[config.mk]
export PLATFORM = sky130hd
export DESIGN_NAME = universal_shift_reg_flat
export DESIGN_NICKNAME = d
export VERILOG_FILES = /design/src/rtl/universal_shift_reg_pkg.sv /design/src/rtl/universal_shift_reg_if.sv /design/src/rtl/universal_shift_reg_cell.sv /design/src/rtl/universal_shift_reg.sv /design/src/flat_wrapper.sv
export SDC_FILE = /design/constraint.sdc
export NUM_CORES = 1
export LEC_CHECK = 0
export BUFFER_PORTS_ARGS = -buffer_cell sky130_fd_sc_hd__buf_2
export CAP_MARGIN = 20
export CORE_UTILIZATION = 57
export CTS_CLUSTER_DIAMETER = 80
export DETAILED_ROUTE_END_ITERATION = 8
export HOLD_SLACK_MARGIN = 0.1
export PLACE_DENSITY = 0.78
export SLEW_MARGIN = 20
export SYNTH_ARGS = -nofsm -noshare
export SYNTH_HDL_FRONTEND = slang
export SYNTH_HIERARCHICAL = 1
export SYNTH_SLANG_ARGS = --single-unit
export TNS_END_PERCENT = 50
[constraint.sdc]
create_clock -name clk -period 4.1 [get_ports clk]
set_clock_uncertainty 0.1 [all_clocks]
set_input_delay 1.23 -clock clk [delete_from_list [all_inputs] [get_ports clk]]
set_output_delay 1.23 -clock clk [all_outputs]
set_load 0.02 [all_outputs]
[src/rtl/universal_shift_reg_pkg.sv]
// rtl/universal_shift_reg_pkg.sv - mode codes, sequencer states and helpers for the universal shift register
package universal_shift_reg_pkg;

   localparam logic [2:0] MODE_HOLD = 3'b000;
   localparam logic [2:0] MODE_LOAD = 3'b001;
   localparam logic [2:0] MODE_SHL  = 3'b010;
   localparam logic [2:0] MODE_SHR  = 3'b011;
   localparam logic [2:0] MODE_ROTL = 3'b100;
   localparam logic [2:0] MODE_ROTR = 3'b101;
   localparam logic [2:0] MODE_ASR  = 3'b110;
   localparam logic [2:0] MODE_CLR  = 3'b111;

   typedef enum logic [1:0] {
      ST_IDLE = 2'd0,
      ST_RUN  = 2'd1,
      ST_DONE = 2'd2
   } state_t;

   // Only shifts and rotates are worth repeating; hold/load/clear are idempotent.
   function automatic logic is_burst_mode(input logic [2:0] m);
      return (m >= MODE_SHL) && (m <= MODE_ASR);
   endfunction

endpackage

[src/rtl/universal_shift_reg_if.sv]
// rtl/universal_shift_reg_if.sv - control/data bundle between a lab top level and the shift register
interface universal_shift_reg_if #(
   parameter int WIDTH = 8,
   parameter int CNT_W = 4
);
   logic             en;
   logic [2:0]       mode;
   logic [WIDTH-1:0] d;
   logic             ser_in;
   logic             start;
   logic [CNT_W-1:0] count;
   logic [WIDTH-1:0] q;
   logic             ser_out_l;
   logic             ser_out_r;
   logic             busy;
   logic             done;

   modport master (
      output en, mode, d, ser_in, start, count,
      input  q, ser_out_l, ser_out_r, busy, done
   );

   modport slave (
      input  en, mode, d, ser_in, start, count,
      output q, ser_out_l, ser_out_r, busy, done
   );
endinterface

[src/rtl/universal_shift_reg_cell.sv]
// rtl/universal_shift_reg_cell.sv - one register bit: next-value mux feeding a sync-reset enabled flop
module universal_shift_reg_cell
   import universal_shift_reg_pkg::*;
(
   input  logic       clk,
   input  logic       reset,
   input  logic       en,
   input  logic       rst_bit,
   input  logic [2:0] mode,
   input  logic       d_bit,
   input  logic       lo_bit,
   input  logic       hi_bit,
   output logic       q
);
   logic nxt;

   // lo_bit/hi_bit already carry the serial, rotate or sign source at the edges.
   always_comb begin
      nxt = 1'b0;
      case (mode)
         MODE_HOLD:                     nxt = q;
         MODE_LOAD:                     nxt = d_bit;
         MODE_SHL, MODE_ROTL:           nxt = lo_bit;
         MODE_SHR, MODE_ROTR, MODE_ASR: nxt = hi_bit;
         default:                       nxt = 1'b0;
      endcase
   end

   always_ff @(posedge clk) begin
      if (reset)
         q <= rst_bit;
      else if (en)
         q <= nxt;
   end
endmodule

[src/rtl/universal_shift_reg.sv]
// rtl/universal_shift_reg.sv - universal shift register with a burst sequencer repeating shifts/rotates
module universal_shift_reg
   import universal_shift_reg_pkg::*;
#(
   parameter int               WIDTH     = 8,
   parameter int               CNT_W     = 4,
   parameter logic [WIDTH-1:0] RESET_VAL = '0
) (
   input logic                   clk,
   input logic                   reset,
   universal_shift_reg_if.slave  bus
);
   state_t           state;
   logic [CNT_W-1:0] remaining;
   logic [2:0]       lat_mode;
   logic             busy_r;
   logic             done_r;
   logic [WIDTH-1:0] q;
   logic [2:0]       cur_mode;
   logic             apply_en;

   assign cur_mode = (state == ST_RUN) ? lat_mode : bus.mode;
   assign apply_en = bus.en && (((state == ST_IDLE) && !bus.start) || (state == ST_RUN));

   for (genvar i = 0; i < WIDTH; i++) begin : g_bit
      logic lo_bit;
      logic hi_bit;
      if (i == 0) begin : g_lsb
         assign lo_bit = (cur_mode == MODE_ROTL) ? q[WIDTH-1] : bus.ser_in;
      end else begin : g_lo
         assign lo_bit = q[i-1];
      end
      if (i == WIDTH-1) begin : g_msb
         assign hi_bit = (cur_mode == MODE_ROTR) ? q[0] :
                         (cur_mode == MODE_ASR)  ? q[WIDTH-1] : bus.ser_in;
      end else begin : g_hi
         assign hi_bit = q[i+1];
      end
      universal_shift_reg_cell u_cell (
         .clk     (clk),
         .reset   (reset),
         .en      (apply_en),
         .rst_bit (RESET_VAL[i]),
         .mode    (cur_mode),
         .d_bit   (bus.d[i]),
         .lo_bit  (lo_bit),
         .hi_bit  (hi_bit),
         .q       (q[i])
      );
   end

   always_ff @(posedge clk) begin
      if (reset) begin
         state     <= ST_IDLE;
         remaining <= '0;
         lat_mode  <= MODE_HOLD;
         busy_r    <= 1'b0;
         done_r    <= 1'b0;
      end else begin
         case (state)
            ST_IDLE: begin
               done_r <= 1'b0;
               if (bus.en && bus.start) begin
                  lat_mode  <= bus.mode;
                  remaining <= bus.count;
                  if ((bus.count == '0) || !is_burst_mode(bus.mode)) begin
                     state  <= ST_DONE;
                     done_r <= 1'b1;
                  end else begin
                     state  <= ST_RUN;
                     busy_r <= 1'b1;
                  end
               end
            end
            ST_RUN: begin
               if (bus.en) begin
                  remaining <= remaining - CNT_W'(1);
                  if (remaining == CNT_W'(1)) begin
                     state  <= ST_DONE;
                     busy_r <= 1'b0;
                     done_r <= 1'b1;
                  end
               end
            end
            ST_DONE: begin
               // Held Start is deliberately ignored here so it re-arms one cycle later.
               state  <= ST_IDLE;
               done_r <= 1'b0;
            end
            default: begin
               state  <= ST_IDLE;
               busy_r <= 1'b0;
               done_r <= 1'b0;
            end
         endcase
      end
   end

   assign bus.q         = q;
   assign bus.ser_out_l = q[WIDTH-1];
   assign bus.ser_out_r = q[0];
   assign bus.busy      = busy_r;
   assign bus.done      = done_r;
endmodule

[src/flat_wrapper.sv]
// flat-port wrapper written by rule: the top's interface ports become plain ports
module universal_shift_reg_flat import universal_shift_reg_pkg::*;
#(
   parameter int               WIDTH     = 8,
   parameter int               CNT_W     = 4,
   parameter logic [WIDTH-1:0] RESET_VAL = '0
)
  (clk, reset, bus_en, bus_mode, bus_d, bus_ser_in, bus_start, bus_count, bus_q, bus_ser_out_l, bus_ser_out_r, bus_busy, bus_done);
  universal_shift_reg_if #(.WIDTH(WIDTH), .CNT_W(CNT_W)) bus_i ();
  input logic clk;
  input logic reset;
  input wire logic [$bits(bus_i.en)-1:0] bus_en;
  input wire logic [$bits(bus_i.mode)-1:0] bus_mode;
  input wire logic [$bits(bus_i.d)-1:0] bus_d;
  input wire logic [$bits(bus_i.ser_in)-1:0] bus_ser_in;
  input wire logic [$bits(bus_i.start)-1:0] bus_start;
  input wire logic [$bits(bus_i.count)-1:0] bus_count;
  output wire logic [$bits(bus_i.q)-1:0] bus_q;
  output wire logic [$bits(bus_i.ser_out_l)-1:0] bus_ser_out_l;
  output wire logic [$bits(bus_i.ser_out_r)-1:0] bus_ser_out_r;
  output wire logic [$bits(bus_i.busy)-1:0] bus_busy;
  output wire logic [$bits(bus_i.done)-1:0] bus_done;
  assign bus_i.en = bus_en;
  assign bus_i.mode = bus_mode;
  assign bus_i.d = bus_d;
  assign bus_i.ser_in = bus_ser_in;
  assign bus_i.start = bus_start;
  assign bus_i.count = bus_count;
  assign bus_q = bus_i.q;
  assign bus_ser_out_l = bus_i.ser_out_l;
  assign bus_ser_out_r = bus_i.ser_out_r;
  assign bus_busy = bus_i.busy;
  assign bus_done = bus_i.done;
  universal_shift_reg #(.WIDTH(WIDTH), .CNT_W(CNT_W), .RESET_VAL(RESET_VAL)) u_core (.clk(clk), .reset(reset), .bus(bus_i));
endmodule
==> flow_summary.ini <==
[sta]
rsz0062_at_grt = false
tightest_slew_ns = 0.671
slew_violations = 0
setup_tns_ns = 0
clock.fmax_mhz = 334
hold_viol = 0
fin_crit_sh_pct = 73.1
min_period_ns = 3.00
slew_headroom_pct = 55.3
setup_viol = 0

[clock_tree]
clkSinkCount = 19
cts-resized-gates = 0
numCtsBuffers = 3
cts_setup_buffers = 0
path_clk_slew_ns = 0.11
clkLatencyLatePin_ns = 0.30
cts_max_level = 1
cts-root-buf = clkbuf_4
cts_buffer_depth = 2
cts_tree = built
hold_buffers = 0

[logic_synthesis]
synthArstFlopShare_pct = 0
synthDistinctLibCells = 45
post-synth-top-count-cell = nand2_1
synthCells = 202
synth_seq_cells = 19
syn_area_mm2 = 0.00187
avgSynthCellArea_um2 = 9.24
netlist.area_leader.share_pct = 12.9
yosysWarnings = 6
synthTopCellsByArea = edfxtp_1, dfxtp_1, mux2_4, o41ai_2, a221oi_2
yosys.area.top_type = edfxtp_1
synth_flop_cell = dfxtp_1
yosysSeqAreaShare_pct = 24.7
synth-edff-count = 8
synth_common_cells = nand2_1, dfxtp_1, nand2b_1, nor3_1, o21ai_0

[finish]
drive_gt1_share_pct = 36.0
nNetsFinal = 259
fin_util_pct = 67.3
register_area_um2 = 460
area_growth_pct = 10.9
multi_input_area_mm2 = 0.00133
antenna_cells = 0
n_fill_cell = 278

[critical_path]
crit_cells = 6
critPathBufInv = 2
crit_chain = buf_2 -> mux2_2 -> buf_4 -> mux2_4 -> a221oi_2 -> o41ai_2
max_stage_delay_ns = 0.45
timing.rr.start = u_core/state[0]
setup.worst_path.end = u_core/g_bit[5].u_cell/q
crit_start = bus_mode[0]
cp-end-kind = flop
r2r_end = u_core/g_bit[5].u_cell/q
cp_slowest_cell = mux2_2
critPathLaunchType = primary input
path_max_fanout = 27
cp_top_family = multiplexers
worstPathRequired_ns = 4.04
worstPathArrival_ns = 2.94
critPathKind = primary input to flop
rr_worst_depth = 6
r2r_slack_ns = 1.36

[min_path]
holdCritPathClass = flop to flop

[route]
viasPerCell = 5.73
drt-initial-drc-count = 80
dr.pass1.iters = 4
wl_mm = 3.78
drc = 0
routedWlPerCell_um = 13.5
vias = 1603
ant_nets = 0

[power_and_ir_drop]
powerDensity_mw_per_mm2 = 274
vdd_drop_max_mv = 0.212
leakage_nw = 0.851

[job]
drv_cap = 0

[die]
num_rows = 20
die_y_um = 59.2
die_area_mm2 = 0.00351
initial_core_util_pct = 60.7
coreArea_mm2 = 0.00308
ios = 32
die_x_um = 59.2

[outcome]
status = finished clean

[grt]
overflow = 0
antenna_found_initial = 0
track_usage_pct = 22.7
grt_pass1_vias = 1457
grt_first_pass_wirelength_mm = 6.25
grt_max_degree = 41

[placed_design]
gp_congestion = 0.755
hpwl_mm = 2.64
place.port_buffers = 31
==> power breakdown <==
group          internal [mW]  leakage (nW)  switching [mW]
sequential             0.217         0.172          0.0223
combinational          0.105         0.661           0.124
clock                 0.0364        0.0177          0.0627
==> tightest hold or removal path, stage by stage, from the launching register on <==
cell	delay [ns]
dfxtp_1	0.32
nand2_1	0.05
a21oi_1	0.05
==> how the worst min path moves through the flow <==
stage / start / end / slack (ns) / cells past startpoint
2_1_floorplan: u_core/remaining[3] / u_core/remaining[3] / 0.35 / 2
3_3_place_gp: u_core/bus.busy / u_core/bus.busy / 0.34 / 2
3_5_place_dp: u_core/bus.busy / u_core/bus.busy / 0.35 / 2
4_1_cts: u_core/bus.busy / u_core/bus.busy / 0.36 / 2
5_1_grt: u_core/bus.busy / u_core/bus.busy / 0.40 / 2
6_report: u_core/bus.busy / u_core/bus.busy / 0.36 / 2
==> cell usage in the layout, fill, tap and decap left out, drive strengths merged, types with 2 or more instances in the layout <==
cell,instances
nor2,10
o41ai,8
a21oi,10
a221oi,8
a31oi,2
nand2b,12
ha,2
buf,34
nor2b,10
mux2i,3
and2b,11
conb,8
clkbuf,3
inv,5
mux2,11
edfxtp,8
o31ai,10
nand3b,8
a211oi,4
nor3,11
dfxtp,11
and4bb,2
o21ai,11
nand2,22
==> cell type report <==
type	instances	share of cell area [%]
Clock buffer	3	1.09
Multi-Input combinational cell	174	64.3
Clock inverter	1	0.242
Sequential cell	19	22.2
Tap cell	44	2.66
Inverter	5	0.906
Timing Repair Buffer	34	8.58
==> through the flow <==
step / worst slack (ns) / power [mW] / std cells / area, um2 / hold WS, ns
2_1_floorplan: 0.568 / 0.427 / 209 / 1890 / 0.353
3_3_place_gp: 0.857 / 0.467 / 276 / 2040 / 0.340
3_5_place_dp: 0.803 / 0.472 / 276 / 2040 / 0.346
4_1_cts: 1.13 / 0.573 / 280 / 2070 / 0.364
5_1_grt: 1.06 / 0.602 / 280 / 2070 / 0.404
6_report: 1.10 / 0.567 / 280 / 2070 / 0.359
==> metal layers <==
| layer | vias to the layer above | global-route usage [%] | routed length, um |
|---|---|---|---|
| li1 | 819 | - | - |
| met1 | 757 | 30.0 | 1820 |
| met2 | 23 | 39.3 | 1840 |
| met3 | 4 | 1.97 | 83 |
| met4 | 0 | 6.12 | 36 |
| met5 | - | 0 | 0 |
==> flip-flops by register name, indices dropped and copies added, names as in the netlist <==
name and flops:
u_core/state 2, u_core/g_bit.u_cell/q 8, u_core/lat_mode 3, u_core/bus.done 1, u_core/remaining 4, u_core/bus.busy 1
==> logic make-up after synthesis <==
kind of cell,after synthesis,synth area share [%]
compound gates,58,28.2
flops,19,24.7
fa+ha+maj,2,1.34
simple gates,92,29.8
other cells,1,0.201
mux,14,10.3
buf+inv,16,5.63
Note: power is estimated with default switching activity, not from simulation.
